==> src/rtl/fetch_stream_ctrl_if.sv <==
// Fetch-stream bus: IF-stage redirect/consume, decode window, and icache request port.
interface fetch_stream_ctrl_if;
    logic        redirect_i;
    logic [31:0] redirect_pc_i;
    logic        consume_i;
    logic        consume_len_i;
    logic        valid_o;
    logic [31:0] instr_o;
    logic [31:0] head_pc_o;
    logic        err_o;
    logic [2:0]  avail_o;
    logic        req_o;
    logic [31:0] req_addr_o;
    logic        gnt_i;
    logic        rsp_valid_i;
    logic [31:0] rsp_data_i;
    logic        rsp_err_i;

    modport slave (
        input  redirect_i, redirect_pc_i, consume_i, consume_len_i,
               gnt_i, rsp_valid_i, rsp_data_i, rsp_err_i,
        output valid_o, instr_o, head_pc_o, err_o, avail_o, req_o, req_addr_o
    );

    modport master (
        output redirect_i, redirect_pc_i, consume_i, consume_len_i,
               gnt_i, rsp_valid_i, rsp_data_i, rsp_err_i,
        input  valid_o, instr_o, head_pc_o, err_o, avail_o, req_o, req_addr_o
    );
endinterface

==> src/rtl/fetch_stream_ctrl.sv <==
// Fetch request sequencer feeding a halfword prefetch queue; tracks credit,
// outstanding requests and stale responses, and presents a 32-bit decode window.
module fetch_stream_ctrl #(
    parameter int DEPTH     = 2,
    parameter int MAX_OUTST = 2
) (
    input  logic               clk,
    input  logic               rst_n,
    fetch_stream_ctrl_if.slave bus
);
    localparam int QN = 2 * DEPTH;
    localparam int CW = $clog2(QN + 1);
    localparam int OW = $clog2(MAX_OUTST + 1);

    typedef enum logic [1:0] {IDLE, RUN, HALT} state_e;

    typedef struct packed {
        logic        err;
        logic [15:0] hw;
    } hw_t;

    state_e           state_q, state_d;
    hw_t [QN-1:0]     q_q, q_d;
    logic [CW-1:0]    avail_q, avail_d;
    logic [OW-1:0]    outst_q, outst_d;
    logic [OW-1:0]    drop_q, drop_d;
    logic             skip_q, skip_d;
    logic [31:0]      head_pc_q, head_pc_d;
    logic [31:0]      fetch_addr_q, fetch_addr_d;

    logic             has1, has2, valid;
    logic             req_raw, gnt_acc, rsp_acc, rsp_keep, pop_ok;
    logic [CW-1:0]    n_pop, mid;
    hw_t              lo_e, hi_e;

    // Decode window is purely a function of the queue registers.
    always_comb begin
        has1  = avail_q >= CW'(1);
        has2  = avail_q >= CW'(2);
        valid = 1'b0;
        if (has1 && q_q[0].err)                 valid = 1'b1;
        else if (has1 && q_q[0].hw[1:0] != 2'b11) valid = 1'b1;
        else if (has2)                          valid = 1'b1;
    end

    assign bus.valid_o    = valid;
    assign bus.err_o      = has1 && q_q[0].err;
    assign bus.instr_o    = {has2 ? q_q[1].hw : 16'h0, has1 ? q_q[0].hw : 16'h0};
    assign bus.head_pc_o  = head_pc_q;
    assign bus.avail_o    = 3'(avail_q);
    assign bus.req_o      = req_raw && !bus.redirect_i;
    assign bus.req_addr_o = fetch_addr_q;

    always_comb begin
        state_d      = state_q;
        q_d          = q_q;
        avail_d      = avail_q;
        outst_d      = outst_q;
        drop_d       = drop_q;
        skip_d       = skip_q;
        head_pc_d    = head_pc_q;
        fetch_addr_d = fetch_addr_q;
        lo_e         = '{err: bus.rsp_err_i, hw: bus.rsp_data_i[15:0]};
        hi_e         = '{err: bus.rsp_err_i, hw: bus.rsp_data_i[31:16]};

        // Credit reserves two halfwords per in-flight word, ignoring same-cycle pops.
        req_raw  = (state_q == RUN) && (int'(outst_q) < MAX_OUTST) &&
                   (int'(avail_q) + 2 * int'(outst_q) + 2 <= QN);
        gnt_acc  = req_raw && bus.gnt_i;
        rsp_acc  = bus.rsp_valid_i && (outst_q != '0);
        rsp_keep = rsp_acc && (drop_q == '0) && !bus.redirect_i;
        pop_ok   = bus.consume_i && valid && !bus.redirect_i;

        n_pop = '0;
        if (pop_ok) n_pop = (bus.consume_len_i && has2) ? CW'(2) : CW'(1);

        outst_d = outst_q + OW'(gnt_acc) - OW'(rsp_acc);
        if (gnt_acc) fetch_addr_d = fetch_addr_q + 32'd4;
        if (rsp_acc && drop_q != '0) drop_d = drop_q - OW'(1);

        for (int i = 0; i < QN; i++) begin
            q_d[i] = '0;
            for (int j = 0; j < QN; j++)
                if (j == i + int'(n_pop)) q_d[i] = q_q[j];
        end
        mid     = avail_q - n_pop;
        avail_d = mid;

        if (rsp_keep) begin
            if (skip_q) begin
                for (int i = 0; i < QN; i++)
                    if (i == int'(mid)) q_d[i] = hi_e;
                avail_d = mid + CW'(1);
                skip_d  = 1'b0;
            end else begin
                for (int i = 0; i < QN; i++) begin
                    if (i == int'(mid))     q_d[i] = lo_e;
                    if (i == int'(mid) + 1) q_d[i] = hi_e;
                end
                avail_d = mid + CW'(2);
            end
            if (bus.rsp_err_i && state_q == RUN) state_d = HALT;
        end

        if (pop_ok) head_pc_d = head_pc_q + (bus.consume_len_i ? 32'd4 : 32'd2);

        if (bus.redirect_i) begin
            state_d      = RUN;
            q_d          = '0;
            avail_d      = '0;
            head_pc_d    = {bus.redirect_pc_i[31:1], 1'b0};
            fetch_addr_d = {bus.redirect_pc_i[31:2], 2'b00};
            skip_d       = bus.redirect_pc_i[1];
            // Everything still in flight after this cycle belongs to the old stream.
            drop_d       = outst_d;
        end
    end

    always_ff @(posedge clk) begin
        if (!rst_n) begin
            state_q      <= IDLE;
            q_q          <= '0;
            avail_q      <= '0;
            outst_q      <= '0;
            drop_q       <= '0;
            skip_q       <= 1'b0;
            head_pc_q    <= '0;
            fetch_addr_q <= '0;
        end else begin
            state_q      <= state_d;
            q_q          <= q_d;
            avail_q      <= avail_d;
            outst_q      <= outst_d;
            drop_q       <= drop_d;
            skip_q       <= skip_d;
            head_pc_q    <= head_pc_d;
            fetch_addr_q <= fetch_addr_d;
        end
    end
endmodule
==> src/flat_wrapper.sv <==
// flat-port wrapper written by rule: the top's interface ports become plain ports
module fetch_stream_ctrl_flat 
#(
    parameter int DEPTH     = 2,
    parameter int MAX_OUTST = 2
)
  (clk, rst_n, bus_redirect_i, bus_redirect_pc_i, bus_consume_i, bus_consume_len_i, bus_gnt_i, bus_rsp_valid_i, bus_rsp_data_i, bus_rsp_err_i, bus_valid_o, bus_instr_o, bus_head_pc_o, bus_err_o, bus_avail_o, bus_req_o, bus_req_addr_o);
  fetch_stream_ctrl_if bus_i ();
  input  logic clk;
  input  logic rst_n;
  input wire logic [$bits(bus_i.redirect_i)-1:0] bus_redirect_i;
  input wire logic [$bits(bus_i.redirect_pc_i)-1:0] bus_redirect_pc_i;
  input wire logic [$bits(bus_i.consume_i)-1:0] bus_consume_i;
  input wire logic [$bits(bus_i.consume_len_i)-1:0] bus_consume_len_i;
  input wire logic [$bits(bus_i.gnt_i)-1:0] bus_gnt_i;
  input wire logic [$bits(bus_i.rsp_valid_i)-1:0] bus_rsp_valid_i;
  input wire logic [$bits(bus_i.rsp_data_i)-1:0] bus_rsp_data_i;
  input wire logic [$bits(bus_i.rsp_err_i)-1:0] bus_rsp_err_i;
  output wire logic [$bits(bus_i.valid_o)-1:0] bus_valid_o;
  output wire logic [$bits(bus_i.instr_o)-1:0] bus_instr_o;
  output wire logic [$bits(bus_i.head_pc_o)-1:0] bus_head_pc_o;
  output wire logic [$bits(bus_i.err_o)-1:0] bus_err_o;
  output wire logic [$bits(bus_i.avail_o)-1:0] bus_avail_o;
  output wire logic [$bits(bus_i.req_o)-1:0] bus_req_o;
  output wire logic [$bits(bus_i.req_addr_o)-1:0] bus_req_addr_o;
  assign bus_i.redirect_i = bus_redirect_i;
  assign bus_i.redirect_pc_i = bus_redirect_pc_i;
  assign bus_i.consume_i = bus_consume_i;
  assign bus_i.consume_len_i = bus_consume_len_i;
  assign bus_i.gnt_i = bus_gnt_i;
  assign bus_i.rsp_valid_i = bus_rsp_valid_i;
  assign bus_i.rsp_data_i = bus_rsp_data_i;
  assign bus_i.rsp_err_i = bus_rsp_err_i;
  assign bus_valid_o = bus_i.valid_o;
  assign bus_instr_o = bus_i.instr_o;
  assign bus_head_pc_o = bus_i.head_pc_o;
  assign bus_err_o = bus_i.err_o;
  assign bus_avail_o = bus_i.avail_o;
  assign bus_req_o = bus_i.req_o;
  assign bus_req_addr_o = bus_i.req_addr_o;
  fetch_stream_ctrl #(.DEPTH(DEPTH), .MAX_OUTST(MAX_OUTST)) u_core (.clk(clk), .rst_n(rst_n), .bus(bus_i));
endmodule
==> config.mk <==
export PLATFORM = sky130hd
export DESIGN_NAME = fetch_stream_ctrl_flat
export DESIGN_NICKNAME = d
export VERILOG_FILES = /design/src/rtl/fetch_stream_ctrl_if.sv /design/src/rtl/fetch_stream_ctrl.sv /design/src/flat_wrapper.sv
export SDC_FILE = /design/constraint.sdc
export NUM_CORES = 1
export LEC_CHECK = 0
export ABC_AREA = 1
export CORE_MARGIN = 1.5
export CORE_UTILIZATION = 35
export CTS_CLUSTER_DIAMETER = 30
export DETAILED_ROUTE_END_ITERATION = 6
export SYNTH_ARGS = -nofsm -noshare
export SYNTH_HDL_FRONTEND = slang
export SYNTH_SLANG_ARGS = --single-unit
==> constraint.sdc <==
create_clock -name clk -period 9.6 [get_ports clk]
set_clock_uncertainty 0.15 [all_clocks]
set_input_delay 1.44 -clock clk [delete_from_list [all_inputs] [get_ports clk]]
set_output_delay 1.44 -clock clk [all_outputs]
set_load 0.02 [all_outputs]
Word-level counts from Yosys, hierarchy flattened. Cells that the tools add are included.

Input bits: 72. Register bits: 142.

Bitwise logic cells: 1. Equal/unequal tests: 20. Magnitude comparators: 4. Reduce and logical (&&, ||, !) cells: 32. Add/sub/neg operators: 14. Mux-type cells: 51.

Operators with widths (count): two-way mux 17 bit (28); equality test 3 x 32 -> 1 bit (first input constant) (8); zero test 32 bit (5); two-way mux 68 bit (2); equality test 2 x 32 -> 1 bit (first input constant) (4); two-way mux 32 bit (4); adder 32 x 3 -> 32 bit (second input constant) (2); adder 32 bit (1); <= comparator 32 x 4 -> 1 bit (second input constant) (1); two-way mux 16 bit (2); logical AND 1 bit (14); nonzero test 2 bit (7); equality test 3 bit (first input constant) (4); two-way mux 3 bit (4); adder 2 x 3 -> 4 bit (first input constant) (2); two-way mux 1 bit (8); equality test 2 x 3 -> 1 bit (first input constant) (2); two-way mux 2 bit (3); adder 1 x 3 -> 4 bit (first input constant) (1); adder 3 x 1 -> 4 bit (second input constant) (1); adder 3 x 3 -> 4 bit (1); AND reduction 2 bit (2); adder 3 x 1 -> 3 bit (second input constant) (1); adder 3 x 2 -> 3 bit (second input constant) (1); 14 further kinds (14).

Depth between registers and ports, before layout. Gate-level depths: netlist of run 1.

Word-level depth: 17. Depth in mapped cells: 21. Mapped depth without buffers: 20.

Least setup slack after synthesis of run 1. No wires, ideal clock.

Kind: input-to-reg. Start point: input bus_redirect_i. End point: register u_core.q_q[15] in the netlist's numbering. Required time: 9317 ps. Stages: 17. Path buffers: 2. Setup slack: 5076 ps. Arrival time: 4240 ps. Cells stage by stage: buf_2 > inv_2 > nand4_2 > a21oi_1 > ha_1 > fa_1 > inv_1 > ha_1 > ha_1 > nand2_1 > nor2_1 > nand2_1 > nand2_1 > nand2_2 > buf_4 > nand2_1 > a21oi_2.

Word-level cells in the longest chain between the ends: 12. Elaborated cells between the ends (all ways): 22. Those cells by class: 2 x add/sub; 3 x eq/ne; 10 x mux; 7 x reduce/logical.

RTL lines: start, declared (RTL line flat_wrapper.sv:11) `input wire logic [$bits(bus_i.redirect_i)-1:0] bus_redirect_i;`; parallel branches: the longest is 12 deep, another holds adder 3 x 1 -> 4 bit; end signal, assigned (RTL line fetch_stream_ctrl.sv:131) `q_q <= q_d;`; end, declared (RTL line fetch_stream_ctrl.sv:23) `hw_t [QN-1:0] q_q, q_d;`.

Parallel ways; which one is timed is not known. A chain may end at the register's enable or synchronous reset.

Worst setup path in the final report of run 1.
Start point: input bus_redirect_i. End point: register u_core.q_q[47] in the netlist's numbering.

Word-level cells in the longest chain between the ends: 13. Elaborated cells between the ends (all ways): 23. Those cells by class: 3 x add/sub; 5 x eq/ne; 10 x mux; 5 x reduce/logical.

RTL lines: zero test 1 bit (RTL line fetch_stream_ctrl.sv:71, fetch_stream_ctrl.sv:72); logical AND 1 bit (RTL line fetch_stream_ctrl.sv:72) `pop_ok = bus.consume_i && valid && !bus.redirect_i;`; two-way mux 3 bit (RTL line fetch_stream_ctrl.sv:75) `if (pop_ok) n_pop = (bus.consume_len_i && has2) ? CW'(2) : CW'(1);`; adder 2 x 3 -> 4 bit (RTL line fetch_stream_ctrl.sv:84) `if (j == i + int'(n_pop)) q_d[i] = q_q[j];`; zero test 32 bit (RTL line fetch_stream_ctrl.sv:84); two-way mux 17 bit (4 in series) (RTL line fetch_stream_ctrl.sv:84); two-way mux 17 bit (RTL line fetch_stream_ctrl.sv:97) `if (i == int'(mid)) q_d[i] = lo_e;`; two-way mux 17 bit (RTL line fetch_stream_ctrl.sv:98) `if (i == int'(mid) + 1) q_d[i] = hi_e;`; two-way mux 68 bit (RTL line fetch_stream_ctrl.sv:90) `if (skip_q) begin`; two-way mux 68 bit (RTL line fetch_stream_ctrl.sv:89) `if (rsp_keep) begin`.

Several ways; a longest one is shown, not always the timed one.

==> impl_metrics.csv, run 1 <==
group,metric,value,unit
sta,relSlewSlack,32.2,%
placement,dp_hpwl,25.4,mm
detailed_routing,first_iter_violations,937,
clock_network,post_cts_buffers,0,
power_and_ir_drop,leakage,4.97,nW
sta,setup_viol,0,
cells_and_area,nNetsFinal,1904,
cells_and_area,layout.area.seq,2780,µm²
critical_path,r2r_end,"u_core.q_q[47]$_SDFF_PP0_",
cells_and_area,drive_gt1_share,6.08,%
clock_network,cts_sinks,139,
logic_synthesis,synth_edf_count,0,
sta,min_period,5.85,ns
floorplan,fp.dieH,173,µm
clock_network,hold_buffers,0,
power_and_ir_drop,power_density,147,nW/µm²
cells_and_area,area_growth,23.2,%
critical_path,crit_type,"in2reg",
run,cap_violations,0,
floorplan,initial_utilization,35.9,%
floorplan,row_count,61,
detailed_routing,drtAntennaViolNets,0,
logic_synthesis,ys_types,46,
sta,rsz0062_at_grt,"false",
sta,fmax,171,MHz
sta,min_period_over_period,60.9,%
global_route,overflow,0,
critical_path,timing.rr.start,"u_core.bus.avail_o[2]$_SDFF_PP0_",
clock_network,cts_tree,"yes",
floorplan,die_x,173,µm
detailed_routing,vias_per_cell,5.12,
clock_network,htree_num_levels,4,
logic_synthesis,yosys_register_bits,139,
power_and_ir_drop,ir_worst_vdd,0.000102,V
detailed_routing,vias,11291,
clock_network,cts-root-buf,"clkbuf_16",
critical_path,critPathMaxFanout,46,
logic_synthesis,yosysWarnings,0,
logic_synthesis,syn_inst,1695,
sta,holdWs,0.330,ns
global_route,grt_max_degree,73,
logic_synthesis,synthArstFlopShare,0,%
clock_network,cts.path.max_buffers,2,
sta,final_max_slew_viol_count,0,
critical_path,cp-startpoint,"bus_redirect_i",
run_status,status,"completed",
sta,worst_slew_pin_slew,1.02,ns
detailed_routing,drt_pre_antenna_iters,6,
critical_path,r2r_slack,4.77,ns
global_route,grt_pass1_wl,58.4,mm
detailed_routing,drcViolationCount,0,
detailed_routing,wl,36.8,mm
logic_synthesis,yosysSeqAreaShare,27.6,%
placement,io_buffers,169,
cells_and_area,multi_input_area,6120,µm²
placement,place_congestion,0.943,
critical_path,end_kind,"flop",
clock_network,clkTransAtPathRegs,0.06,ns
cells_and_area,nFillCells,3024,
floorplan,dieArea,29800,µm²
floorplan,ioPinCount,174,
clock_network,cts_resized,0,
logic_synthesis,syn_area_per_cell,5.94,µm²
clock_network,cts_inserted_buffers,17,
critical_path,critPathArrivalTime,6.06,ns
hold_path,min_path_type,"reg2reg",
detailed_routing,wl_per_cell,16.7,µm
critical_path,critical_path.startpoint_type,"primary input",
logic_synthesis,netlist_area,10100,µm²
critical_path,worstSetupEndpoint,"u_core.q_q[47]$_SDFF_PP0_",
sta,hold_violations,0,
sta,fin_tns_setup,0,ns
logic_synthesis,synth_top_flop_cell,"dfxtp_1",
critical_path,reg2regPathDepth,17,
global_route,track_usage,24.6,%
critical_path,required,9.81,ns
floorplan,core_area,28000,µm²
global_route,antenna_found_initial,2,
global_route,grt_pass1_vias,10651,
clock_network,worstSkewPairLatency,0.44,ns
[layer usage]
layer	global-route usage (%)	vias to the layer above	part of all wire, %
met1	30.5	5144	42
met5	0	-	0
met3	3.91	82	6.9
met2	41.7	441	47
li1	-	5624	-
met4	11.5	0	4.0
[critical path: stages]
cell     delay, ns
buf_2         0.09
buf_4         0.28
inv_2         0.49
nand4_1       0.20
inv_2         0.58
fa_1          0.63
inv_1         0.16
ha_1          0.20
ha_1          0.25
nand2_1       0.12
inv_1         0.08
nand2_2       0.36
nor2_4        0.23
o21ai_4       0.62
nand2_1       0.15
a21oi_2       0.14
[synthesized netlist by cell type (all sizes together) (2+ instances only)]
master | n | area [µm²]
nand2 | 656 | 2490
nand3 | 201 | 1020
inv | 176 | 661
nor2 | 142 | 594
dfxtp | 139 | 2780
a21oi | 116 | 693
o21ai | 75 | 424
buf | 56 | 370
clkbuf | 26 | 138
ha | 17 | 213
xor2 | 17 | 149
nor3 | 15 | 75.1
a31oi | 14 | 87.6
nand4 | 14 | 93.8
o22ai | 5 | 31.3
or2 | 5 | 31.3
a211oi | 3 | 22.5
fa | 3 | 60.1
nand3b | 3 | 22.5
xnor2 | 3 | 33.8
o21a | 2 | 15.0
[cells in the final DEF, fill, tap and decap left out, types with 3 or more instances in the layout]
cell	Yosys	routed
dfxtp_1	139	139
a211oi_1	3	3
nand2_4	3	3
o21ai_0	58	58
conb_1	1	3
buf_4	11	9
o21ai_1	12	12
nor2_4	5	5
nand4_1	13	13
o22ai_1	5	5
nor3_1	15	15
a21oi_2	30	30
nand2_1	649	649
fa_1	3	3
inv_1	166	166
clkdlybuf4s50_1	0	168
nand2_2	4	4
nand3b_1	3	3
xor2_1	17	17
a21oi_1	86	86
a31oi_1	14	14
nor2_1	133	133
o21ai_4	4	4
bufinv_16	0	3
or2_2	5	5
clkinvlp_4	0	3
nor2_2	3	3
clkbuf_16	0	17
ha_1	17	17
nand3_1	199	199
inv_2	10	10
[worst min path at each step]
stage	start	end	cells past startpoint	slack, ns
2_1_floorplan	u_core.q_q[67]$_SDFF_PP0_	u_core.q_q[67]$_SDFF_PP0_	2	0.30
3_3_place_gp	u_core.q_q[67]$_SDFF_PP0_	u_core.q_q[67]$_SDFF_PP0_	2	0.32
3_5_place_dp	u_core.state_q[1]$_SDFFE_PP0P_	u_core.state_q[1]$_SDFFE_PP0P_	2	0.32
4_1_cts	u_core.state_q[1]$_SDFFE_PP0P_	u_core.state_q[1]$_SDFFE_PP0P_	2	0.33
5_1_grt	u_core.state_q[1]$_SDFFE_PP0P_	u_core.state_q[1]$_SDFFE_PP0P_	2	0.35
6_report	u_core.state_q[1]$_SDFFE_PP0P_	u_core.state_q[1]$_SDFFE_PP0P_	2	0.33
[cell type report]
cell class	count	area share, %
antenna	1	0.0202
clock buffer	20	3.60
clock inverter	12	1.32
inverter	177	5.36
multi-input combinational	1299	49.3
sequential	139	22.4
tap	378	3.81
timing repair buffer	178	14.1
[per-stage QoR]
stage,instances,utilization [%],cell area [µm²],worst slack (ns),power (mW)
3_5_place_dp,2171,42.1,11800,3.37,1.12
3_3_place_gp,2171,42.1,11800,3.46,1.11
6_report,2204,44.3,12400,3.75,1.82
2_1_floorplan,1697,-,10100,5.08,0.960
4_1_cts,2203,44.3,12400,3.80,1.82
5_1_grt,2204,44.3,12400,3.49,1.90
[power breakdown]
group / switching [mW] / internal (mW)
Combinational: 0.303 / 0.159
Clock: 0.288 / 0.420
Sequential: 0.0424 / 0.608
[flip-flops by register name, summed over array words and instances, names as in the netlist]
name                   count
u_core.bus.avail_o         3
u_core.bus.head_pc_o      31
u_core.bus.req_addr_o     30
u_core.drop_q              2
u_core.outst_q             2
u_core.q_q                68
u_core.skip_q              1
u_core.state_q             2
[logic make-up after synthesis]
logic type | share of synthesized area, %
AND/OR/NAND/NOR | 43.1
other | 0.0373
flip-flops | 27.6
XOR/XNOR | 1.82
buffers and inverters | 11.6
AO/OA/AOI/OAI | 13.1
adder cells (fa/ha/maj) | 2.71
Note: power is estimated with default switching activity, not from simulation.
==> run 2: changes to the inputs <==
clock period = 5.7 ns   (was 9.6 ns; I/O delays follow)
==> run 2 against run 1 <==
Critical path depth unchanged. Sequential share of layout area about the same. Utilization about the same. Highest routed layer is now met5.
==> impl_metrics.csv, run 2 (synthesized netlist as in run 1, its figures left out) <==
group,metric,value,unit
run_status,status,"completed",
critical_path,cpMaxStageDelayCell,"fa_1",
sta,setup_viol,0,
clock_network,post_cts_buffers,0,
critical_path,reg2regPathDepth,16,
hold_path,min_delay_path_depth,2,
critical_path,critPathMaxFanout,18,
clock_network,hold_buffers,0,
floorplan,ioPinCount,174,
placement,place_inst,2175,
critical_path,timing.rr.start,"u_core.bus.avail_o[2]$_SDFF_PP0_",
cells_and_area,drive_gt1_share,6.40,%
clock_network,htree_num_levels,4,
sta,worst_slew_pin_slew,1.01,ns
power_and_ir_drop,leakage,4.98,nW
sta,relSlewSlack,32.8,%
clock_network,cts_resized,0,
sta,fin_tns_setup,0,ns
cells_and_area,fin_util,44.3,%
placement,io_buffers,169,
clock_network,clkTransAtPathRegs,0.07,ns
critical_path,worstSetupEndpoint,"u_core.q_q[37]$_SDFF_PP0_",
clock_network,cts_sinks,139,
placement,dp_hpwl,26.2,mm
global_route,grt_max_degree,55,
cells_and_area,nFillCells,3034,
detailed_routing,vias_per_cell,5.21,
sta,hold_violations,0,
cells_and_area,final_common_cell,"nand2_1",
floorplan,row_count,61,
critical_path,end_kind,"flop",
floorplan,core_area,28000,µm²
global_route,grt_pass1_wl,57.7,mm
sta,rsz0062_at_grt,"false",
placement,place_congestion,0.970,
clock_network,cts.path.max_buffers,2,
sta,final_max_slew_viol_count,0,
global_route,antenna_found_initial,1,
critical_path,crit_type,"reg2reg",
clock_network,cts_tree,"yes",
critical_path,critical_path.startpoint_type,"flop",
floorplan,fp.dieH,173,µm
floorplan,die_x,173,µm
power_and_ir_drop,ir_worst_vdd,0.000156,V
clock_network,worstSkewPairLatency,0.44,ns
critical_path,r2r_end,"u_core.q_q[37]$_SDFF_PP0_",
detailed_routing,first_iter_violations,811,
run,cap_violations,0,
detailed_routing,drcViolationCount,0,
sta,fmax,205,MHz
detailed_routing,wl_per_cell,16.7,µm
global_route,grt_pass1_vias,10381,
detailed_routing,drt_pre_antenna_iters,6,
cells_and_area,n_antenna_cell,0,
global_route,track_usage,24.4,%
power_and_ir_drop,power,3.00,mW
clock_network,cts_inserted_buffers,17,
cells_and_area,layout_common_cells,"nand2_1 (649), nand3_1 (199), clkdlybuf4s50_1 (168)",
critical_path,cp-startpoint,"u_core.bus.avail_o[2]$_SDFF_PP0_",
cells_and_area,area_growth,23.2,%
cells_and_area,layout.cells.non_filler,2207,
cells_and_area,nNetsFinal,1908,
floorplan,dieArea,29800,µm²
power_and_ir_drop,power_density,242,nW/µm²
detailed_routing,drtAntennaViolNets,0,
critical_path,cp_cell_sequence,"nor2_2, nand2_1, nand4_2, a21oi_1, ha_1, fa_1, inv_1, ha_1, ha_1, nand2_1, inv_1, nand2_2, nor2_4, o21ai_4, nand2_1, a21oi_1",
critical_path,critPathArrivalTime,5.08,ns
detailed_routing,wl,36.9,mm
hold_path,min_path_type,"reg2reg",
global_route,overflow,0,
sta,min_period_over_period,85.7,%
detailed_routing,vias,11493,
floorplan,initial_utilization,35.9,%
critical_path,required,5.90,ns
cells_and_area,largest_register_ff_count,68,
clock_network,cts-root-buf,"clkbuf_16",
cells_and_area,regMostFlops,"u_core.q_q",
critical_path,max_stage_delay,0.60,ns
sta,min_period,4.89,ns
critical_path,r2r_slack,0.81,ns
## run 2: cell types whose count changed in the layout (fill, tap and decap cells not counted), moves of 2 or more
cell / change
buf_4: +4
bufinv_16: -2
clkbuf_1: -2
clkinv_4: +2
inv_6: +2
## run 2: cell type report
class | count | area, µm² | area share (%)
inverters | 177 | 664 | 5.36
repair buffers | 182 | 1780 | 14.4
multi-input cells | 1299 | 6120 | 49.3
flip-flops and latches | 139 | 2780 | 22.4
clock buffers | 18 | 439 | 3.54
well taps | 378 | 473 | 3.82
clock inverters | 14 | 136 | 1.10
## run 2: through the flow
| stage | setup WS, ns | hold WS [ns] | cell area, µm² |
|---|---|---|---|
| detailed placement | 0.574 | 0.326 | 11800 |
| global route | 0.502 | 0.357 | 12400 |
| CTS | 0.772 | 0.334 | 12400 |
| floorplan | 1.76 | 0.304 | 10100 |
| finish | 0.815 | 0.338 | 12400 |
| global placement | 0.612 | 0.319 | 11800 |
## run 2: worst max-delay path, delay by kind of cell (launching register included)
family                     cells  cell delay, ns
AOI/OAI and AO/OA              3            0.84
adders and majority gates      4            1.36
buffers and inverters          2            0.20
DFF                            1            0.38
and+or+nand+nor                7            1.84
## run 2: how the worst min path moves through the flow
| stage | startpoint | end | slack [ns] |
|---|---|---|---|
| after floorplan | u_core.q_q[67]$_SDFF_PP0_ | u_core.q_q[67]$_SDFF_PP0_ | 0.30 |
| after global placement | u_core.q_q[67]$_SDFF_PP0_ | u_core.q_q[67]$_SDFF_PP0_ | 0.32 |
| after detailed placement | u_core.q_q[67]$_SDFF_PP0_ | u_core.q_q[67]$_SDFF_PP0_ | 0.33 |
| after CTS | u_core.q_q[67]$_SDFF_PP0_ | u_core.q_q[67]$_SDFF_PP0_ | 0.33 |
| after global routing | u_core.q_q[53]$_SDFF_PP0_ | u_core.q_q[53]$_SDFF_PP0_ | 0.36 |
| final | u_core.q_q[58]$_SDFF_PP0_ | u_core.q_q[58]$_SDFF_PP0_ | 0.34 |
## run 2: power by group
part	internal [mW]	switching, mW
combinational	0.270	0.512
clock	0.622	0.503
sequential	1.02	0.0704
total	1.92	1.09
## run 2: per-layer routing
metal / track usage, % / vias to the layer above / part of all wire, %
met5: 0 / - / 0.035
met4: 11.7 / 2 / 4.3
met3: 4.44 / 74 / 7.0
met2: 39.5 / 471 / 46
met1: 31.3 / 5318 / 43
li1: - / 5628 / -
